**config.mk**
```make
export PLATFORM = sky130hd
export DESIGN_NAME = regfile
export DESIGN_NICKNAME = d
export VERILOG_FILES = /design/src/rtl/regfile_pkg.sv /design/src/rtl/regfile_read_port.sv /design/src/rtl/regfile.sv
export SDC_FILE = /design/constraint.sdc
export NUM_CORES = 2
export LEC_CHECK = 0
export ABC_AREA = 1
export CORE_MARGIN = 2
export CORE_UTILIZATION = 52
export DETAILED_ROUTE_END_ITERATION = 7
export PLACE_DENSITY = 0.71
export SYNTH_ARGS = -nofsm -noshare
export SYNTH_HDL_FRONTEND = slang
export SYNTH_SLANG_ARGS = --single-unit
```
**constraint.sdc**
```tcl
create_clock -name clk -period 4 [get_ports clk]
set_input_delay 0.4 -clock clk [delete_from_list [all_inputs] [get_ports clk]]
set_output_delay 0.4 -clock clk [all_outputs]
set_load 0.01 [all_outputs]
```
**src/rtl/regfile_pkg.sv**
```systemverilog
`default_nettype none
// +--------------------------------------------------------------------------+
// | regfile_pkg: shared register-file widths and write-back select codes.   |
// | Optional build macro RF_BYPASS_EN (write-through forwarding); off here. |
// | Rev 1.0                                                                 |
// +--------------------------------------------------------------------------+
package regfile_pkg;

  localparam int RF_AW   = 5;
  localparam int RF_DW   = 32;
  localparam int RF_NREG = 32;

  typedef enum logic [1:0] {
    RF_ALU_C   = 2'd0,
    RF_NPC_PC4 = 2'd1,
    RF_DRAM_RD = 2'd2
  } rf_wb_sel_e;

  // True when a write-back really commits: enabled and not aimed at x0.
  function automatic logic rf_commit(input logic we, input logic [RF_AW-1:0] idx);
    return we && (idx != '0);
  endfunction

endpackage
`default_nettype wire

```
**src/rtl/regfile_read_port.sv**
```systemverilog
`default_nettype none
// +--------------------------------------------------------------------------+
// | rf_read_port: combinational read mux with x0-zero and optional bypass.  |
// | Forwarding compiled in only when RF_BYPASS_EN is defined. Rev 1.0       |
// +--------------------------------------------------------------------------+
module rf_read_port
  import regfile_pkg::*;
#(
  parameter int AW = RF_AW,
  parameter int DW = RF_DW
) (
  input  logic [(1<<AW)-1:0][DW-1:0] mem,
  input  logic [AW-1:0]              raddr,
  input  logic                       we,
  input  logic [AW-1:0]              wr,
  input  logic [DW-1:0]              wd,
  output logic [DW-1:0]              rdata
);

  logic w_hit;

`ifdef RF_BYPASS_EN
  assign w_hit = we && (wr != '0) && (wr == raddr);
`else
  assign w_hit = 1'b0;
  logic w_unused;
  assign w_unused = ^{we, wr, wd};
`endif

  // x0 check sits first so it overrides both storage and forwarding.
  always_comb begin
    rdata = mem[raddr];
    if (raddr == '0)
      rdata = '0;
    else if (w_hit)
      rdata = wd;
  end

endmodule
`default_nettype wire

```
**src/rtl/regfile.sv**
```systemverilog
`default_nettype none
// +--------------------------------------------------------------------------+
// | regfile: 32x32 integer register file, two read ports, WB trace regs.    |
// | Build option RF_BYPASS_EN enables write-through forwarding. Rev 1.0     |
// +--------------------------------------------------------------------------+
module regfile
  import regfile_pkg::*;
#(
  parameter int AW = RF_AW,
  parameter int DW = RF_DW
) (
  input  logic          clk,
  input  logic          rst,
  input  logic [AW-1:0] rR1,
  input  logic [AW-1:0] rR2,
  output logic [DW-1:0] rD1,
  output logic [DW-1:0] rD2,
  input  logic          we,
  input  logic [AW-1:0] wR,
  input  logic [DW-1:0] wD,
  input  logic [DW-1:0] wb_pc,
  output logic          dbg_wb_ena,
  output logic [AW-1:0] dbg_wb_reg,
  output logic [DW-1:0] dbg_wb_value,
  output logic [DW-1:0] dbg_wb_pc
);

  localparam int C_NREG = 1 << AW;

  logic [C_NREG-1:0][DW-1:0] r_mem;
  logic                      w_commit;

  assign w_commit = rf_commit(we, wR);

  // Every entry clears on reset so post-reset reads are deterministic.
  always_ff @(posedge clk) begin
    if (rst) begin
      r_mem <= '0;
    end else if (w_commit) begin
      r_mem[wR] <= wD;
    end
  end

  always_ff @(posedge clk) begin
    if (rst) begin
      dbg_wb_ena   <= 1'b0;
      dbg_wb_reg   <= '0;
      dbg_wb_value <= '0;
      dbg_wb_pc    <= '0;
    end else begin
      dbg_wb_ena <= w_commit;
      if (w_commit) begin
        dbg_wb_reg   <= wR;
        dbg_wb_value <= wD;
        dbg_wb_pc    <= wb_pc;
      end
    end
  end

  rf_read_port #(.AW(AW), .DW(DW)) u_rp1 (
    .mem   (r_mem),
    .raddr (rR1),
    .we    (we),
    .wr    (wR),
    .wd    (wD),
    .rdata (rD1)
  );

  rf_read_port #(.AW(AW), .DW(DW)) u_rp2 (
    .mem   (r_mem),
    .raddr (rR2),
    .we    (we),
    .wr    (wR),
    .wd    (wD),
    .rdata (rD2)
  );

endmodule
`default_nettype wire

```
## Yosys cells after proc, flatten, opt, wreduce, memory -nomap -nowiden

Index checks and enable logic that the tools add are counted.

- Logic and storage cells: 54
- Input bits: 82
- Output and inout port bits: 134
- Register bits: 1094

- Muxes and demuxes: 9
- $lt $le $gt $ge: 4
- Reduce and logical (&&, ||, !) cells: 5

Operators with widths:

| operator | count |
|---|---|
| 1024-bit bitwise mux | 1 |
| 32-bit binary-select mux with 5-bit select | 2 |
| 32-bit demux with 5-bit select | 1 |
| 32-bit 2-to-1 mux | 5 |
| 5-bit by 6-bit less-than comparator with 1-bit output, second input constant | 3 |
| 5-bit logical NOT | 2 |
| 5-bit by 1-bit >= comparator with 1-bit output, second input constant | 1 |
| 5-bit nonzero test | 1 |
| 1-bit logical AND | 2 |

## Depth between registers and ports, before layout

- Word-level depth: 5
- Gate-level depth with buffers: 12

## Cells and area by module

From an unflattened synthesis, not the netlist that was laid out.

- Cells, all modules: 9863
- Area total of the unflattened synthesis: 59610.9 µm²

By module, submodules not included:

| module | cells each | area each (µm²) | instances |
|---|---|---|---|
| regfile | 4935 | 38135.3 | 1 |
| rf_read_port | 2464 | 10737.8 | 2 |

## Least setup slack after synthesis

No wires, ideal clock.

- Path type: input to output
- Start point: input rR2[1]
- End point: output rD2[29]
- Stages on the path: 9
- Required time: 3.600 ns
- Path buffers: 3
- Slack: 1.928 ns
- Data arrival time: 1.672 ns
- Cell sequence: clkbuf_1 clkbuf_1 buf_1 a21oi_1 o21ai_0 nand3_1 a21oi_1 nor2_1 nor2_1

- Cells in the longest elaborated chain, start to end: 3
- Elaborated cells between the ends (all ways): 4

Ends and longest elaborated chain:

| element | line | RTL |
|---|---|---|
| start: declaration | regfile.sv:15 | `input logic [AW-1:0] rR2,` |
| 32-bit binary-select mux with 5-bit select | regfile_read_port.sv:32 | `rdata = mem[raddr];` |
| 32-bit 2-to-1 mux (not written as such) | regfile_read_port.sv:32 |  |
| 32-bit 2-to-1 mux * | regfile_read_port.sv:33 | `if (raddr == '0)` |
| end: declaration | regfile.sv:17 | `output logic [DW-1:0] rD2,` |

Every way passes the cells marked *; elsewhere a longest branch is shown, timed or not. The select of a mux whose other input is x is not followed.

## Final worst setup path

- Start point: input rR1[0]
- End point: output rD1[2]

- Cells in the longest elaborated chain, start to end: 3
- Elaborated cells between the ends (all ways): 4

Ends and longest elaborated chain:

| element | line | RTL |
|---|---|---|
| start: declaration | regfile.sv:14 | `input logic [AW-1:0] rR1,` |
| 32-bit binary-select mux with 5-bit select | regfile_read_port.sv:32 |  |
| 32-bit 2-to-1 mux (not written as such) | regfile_read_port.sv:32 |  |
| 32-bit 2-to-1 mux * | regfile_read_port.sv:33 |  |
| end: declaration | regfile.sv:16 | `output logic [DW-1:0] rD1,` |

Marks and branches as above.

==> metrics.log <==
INFO  metric p_per_area = 393.7 nW/um^2
INFO  metric post-synth-top-count-cell = sky130_fd_sc_hd__nand2_1
INFO  metric num-fill-cells = 10573
INFO  metric fraction_of_layout_cells_with_a_size_suffix_above_1 = 5.407%
INFO  metric synthesis.instances = ~9600
INFO  metric ctsRootBufferMaster = sky130_fd_sc_hd__clkbuf_16
INFO  metric grt_pass1_vias = between 60000 and 70000
INFO  metric finalCriticalPeriod = approximately 3.5 ns
INFO  metric post_cts_resized = 0
INFO  metric path_cells = buf_8, inv_8, buf_12, buf_12, nand2_1, nand3_1, nand3_1, nand2_1, nand2_1, nand3_1, nand2_1, nor2_1, clkdlybuf4s50_1
INFO  metric hpwlAfterDp = 143700 um
INFO  metric worst_r2r_path_depth = 2
INFO  metric syn_to_final_growth = 13.14%
INFO  metric finClkSkew = 0 ns
INFO  metric clock_sinks = about 1100
INFO  metric ir_drop = approximately 0.39 mV
INFO  metric cp_common_cell = sky130_fd_sc_hd__nand2_1
INFO  metric place_congestion = between 0.9 and 1
INFO  metric min-delay-path-class = input pin to flip-flop
INFO  metric final_cells = 10923
INFO  metric grt.overflow.total = 0
INFO  metric initial_utilization = between 50% and 60%
INFO  metric biggestRegsByFlops = r_mem (1024), dbg_wb_pc (32), dbg_wb_value (32)
INFO  metric design.die.area = roughly 110000 um^2
INFO  metric post_dr_vias_cell = roughly 6.2
INFO  metric critical_path.startpoint = rR1[0]
INFO  metric fin_nets = 9417
INFO  metric synth_ff_type = sky130_fd_sc_hd__dfxtp_1
INFO  metric most_instantiated_cells_after_synthesis = 4380 x sky130_fd_sc_hd__nand2_1, 1439 x sky130_fd_sc_hd__nand3_1, 1150 x sky130_fd_sc_hd__a21oi_1
INFO  metric total_clock_buffers_created_by_cts = 118
INFO  metric synth-seq-cells = roughly 1100
INFO  metric slew_headroom = under 10%
INFO  metric clk_pin_slew = about 0.060 ns
INFO  metric worst_ep_required_time = approximately 3.6 ns
INFO  metric largest_reg_flops = approximately 1000
INFO  metric worst_setup_path_start_kind = input pin
INFO  metric critical-path-top-delay-family = buffers and inverters
INFO  metric cts_tree = done
INFO  metric syn_nets = 9679
INFO  metric power.static_leakage = between 20 and 25 nW
INFO  metric rsz_0062_raised_after_global_routing = no
INFO  metric first_pass_grt_wire_length = 375500 um
INFO  metric run_status = complete, but fails checks
INFO  metric max_stage_delay = ~0.63 ns
INFO  metric clock_latency = 0.74 ns
INFO  metric netlist.area_leader.share = around 38%
INFO  metric ff2ff_setup_slack = around 3.2 ns
INFO  metric die-width = 337.1 um
INFO  metric avgSynthCellArea = about 6.0 um^2
INFO  metric timing.final.hold_violations = 0
INFO  metric critical_path.reg2reg.startpoint = r_mem[193]
INFO  metric crit_type = input pin to output pin
INFO  metric arrival = 3.10 ns
INFO  metric maxCapViolCount = 0
INFO  metric slew_viol_final = 0
INFO  metric finalWirelength = roughly 250000 um
INFO  metric num_vias = 67568
INFO  metric grt_max_degree = ~120
INFO  metric cell_taking_the_most_area_after_synthesis = sky130_fd_sc_hd__dfxtp_1
INFO  metric timing.critical_path.depth = 13
INFO  metric vertical_die_dimension = ~340 um
INFO  metric post-route-period-util = around 88%
INFO  metric fmaxAchievable = between 200 and 300 MHz
INFO  metric synthArstFlopShare = 0%
INFO  metric setup-violations-final = 0
INFO  metric ys_seq_area_share = a little under two fifths
INFO  metric synth.area.top_cells = sky130_fd_sc_hd__dfxtp_1 38%, sky130_fd_sc_hd__nand2_1 28%, sky130_fd_sc_hd__nand3_1 12%
INFO  metric cts-htree-levels = 3
INFO  metric number_of_synthesized_flops_with_an_enable_pin = 0
INFO  metric cell_row_count = approximately 120
INFO  metric drtAntennaViolNets = 0
INFO  metric crit-reg2reg-capture = r_mem[193]
INFO  metric placed_cells_incl_taps = roughly 11000
INFO  metric setup_total_negative_slack = 0 ns
INFO  metric cp_slowest_cell = sky130_fd_sc_hd__clkdlybuf4s50_1
INFO  metric path_buf_inv = 5
INFO  metric yosys_warnings = 0
INFO  metric cp_max_fo = 54
INFO  metric top_register = r_mem
INFO  metric transition_time_at_the_pin_with_the_least_slew_margin = about 1.4 ns
INFO  metric route.detailed.drc = 1
INFO  metric failing_checks = DRC
INFO  metric synth_cell_type_count = 14
INFO  metric antenna_found_initial = 4
INFO  metric drt_first_pass_iters = 8
INFO  metric io-pin-count = approximately 220
INFO  metric syn-cell-area = slightly below 60000 um^2
INFO  metric postLayoutCoreUtil = roughly three fifths
INFO  metric cts-root-to-sink-buffers = 3
INFO  metric iteration_0_drc_count_of_the_detailed_router = roughly 11000
INFO  metric ctsHoldBuffers = 0
INFO  metric critical_path.endpoint = rD1[2]
INFO  metric placement.io_buffers = around 220
INFO  metric wl_per_cell = around 23 um
INFO  metric setup.worst_path.end_class = output pin
INFO  metric grtUsageTotal = between 40% and 50%
INFO  metric core_area = ~110000 um^2
INFO  metric post-cts-setup-buffers = 0
-- logic make-up (layout without fill, tap and decap cells) --
group,count (synthesis),in the layout,synth area share [%]
AOI/OAI and AO/OA,1349,1349,12.08
buffers and inverters,1028,863,6.986
DFF,1094,1094,37.95
other,0,3,0
and+or+nand+nor,6126,6126,42.98
-- worst register-to-register path, cell delays in order, from the launching register on --
cell and delay [ns]:
sky130_fd_sc_hd__dfxtp_1 0.35, sky130_fd_sc_hd__inv_1 0.06, sky130_fd_sc_hd__a211oi_1 0.28
-- cell type report --
class	count	area [um^2]	share of cell area, %
antenna	3	7.507	0.01150
clock buffer	181	3553	5.443
clock inverter	36	379.1	0.5807
inverter	167	669.4	1.025
multi-input combinational	7475	31950	48.94
sequential	1094	21900	33.54
tap	1488	1862	2.852
timing repair buffer	479	4962	7.600
-- placed cells by master, fill, tap and decap left out, drive strengths merged --
cell              n
nor3              6
nor2            301
clkinv           25
diode             3
dfxtp          1094
o21ai           112
nand2          4380
inv             169
buf             277
nand3          1439
clkinvlp          2
clkdlybuf4s50   202
a21oi          1150
bufinv            7
a211oi           87
clkbuf          181
-- layer usage --
| metal | global-route usage [%] | share of wire (%) | up-vias |
|---|---|---|---|
| met1 | 54.60 | 36 | 30629 |
| li1 | - | - | 30377 |
| met3 | 12.49 | 15 | 1200 |
| met5 | 0 | 0.016 | - |
| met2 | 61.97 | 41 | 5356 |
| met4 | 29.68 | 7.8 | 6 |
-- how the worst min path moves through the flow --
stage	startpoint	end	slack, ns	depth (start not counted)
floorplan	r_mem[0]	r_mem[0]	0.42	2
global placement	r_mem[1]	r_mem[1]	0.42	2
detailed placement	r_mem[12]	r_mem[12]	0.43	2
CTS	rst	r_mem[3]	0.19	2
global route	rst	r_mem[227]	0.22	2
finish	rst	r_mem[2]	0.19	2
-- where the power goes --
part           switching (mW)  internal (mW)  total [mW]
registers              0.0808           11.0        11.1
logic                    2.37          0.925        3.30
clock network            4.79           6.52        11.3
total                    7.24           18.5        25.7
-- per-stage QoR --
step	setup slack, ns	area, um^2	power [mW]	hold WS, ns
5_1_grt	0.3813	65280	26.29	0.2154
4_1_cts	0.6093	65280	25.53	0.1883
2_1_floorplan	1.928	57700	13.03	0.4163
6_report	0.4960	65290	25.71	0.1895
3_5_place_dp	0.6296	61350	14.46	0.4259
3_3_place_gp	0.5965	61350	14.44	0.4244
(Power assumes the default switching activity.)
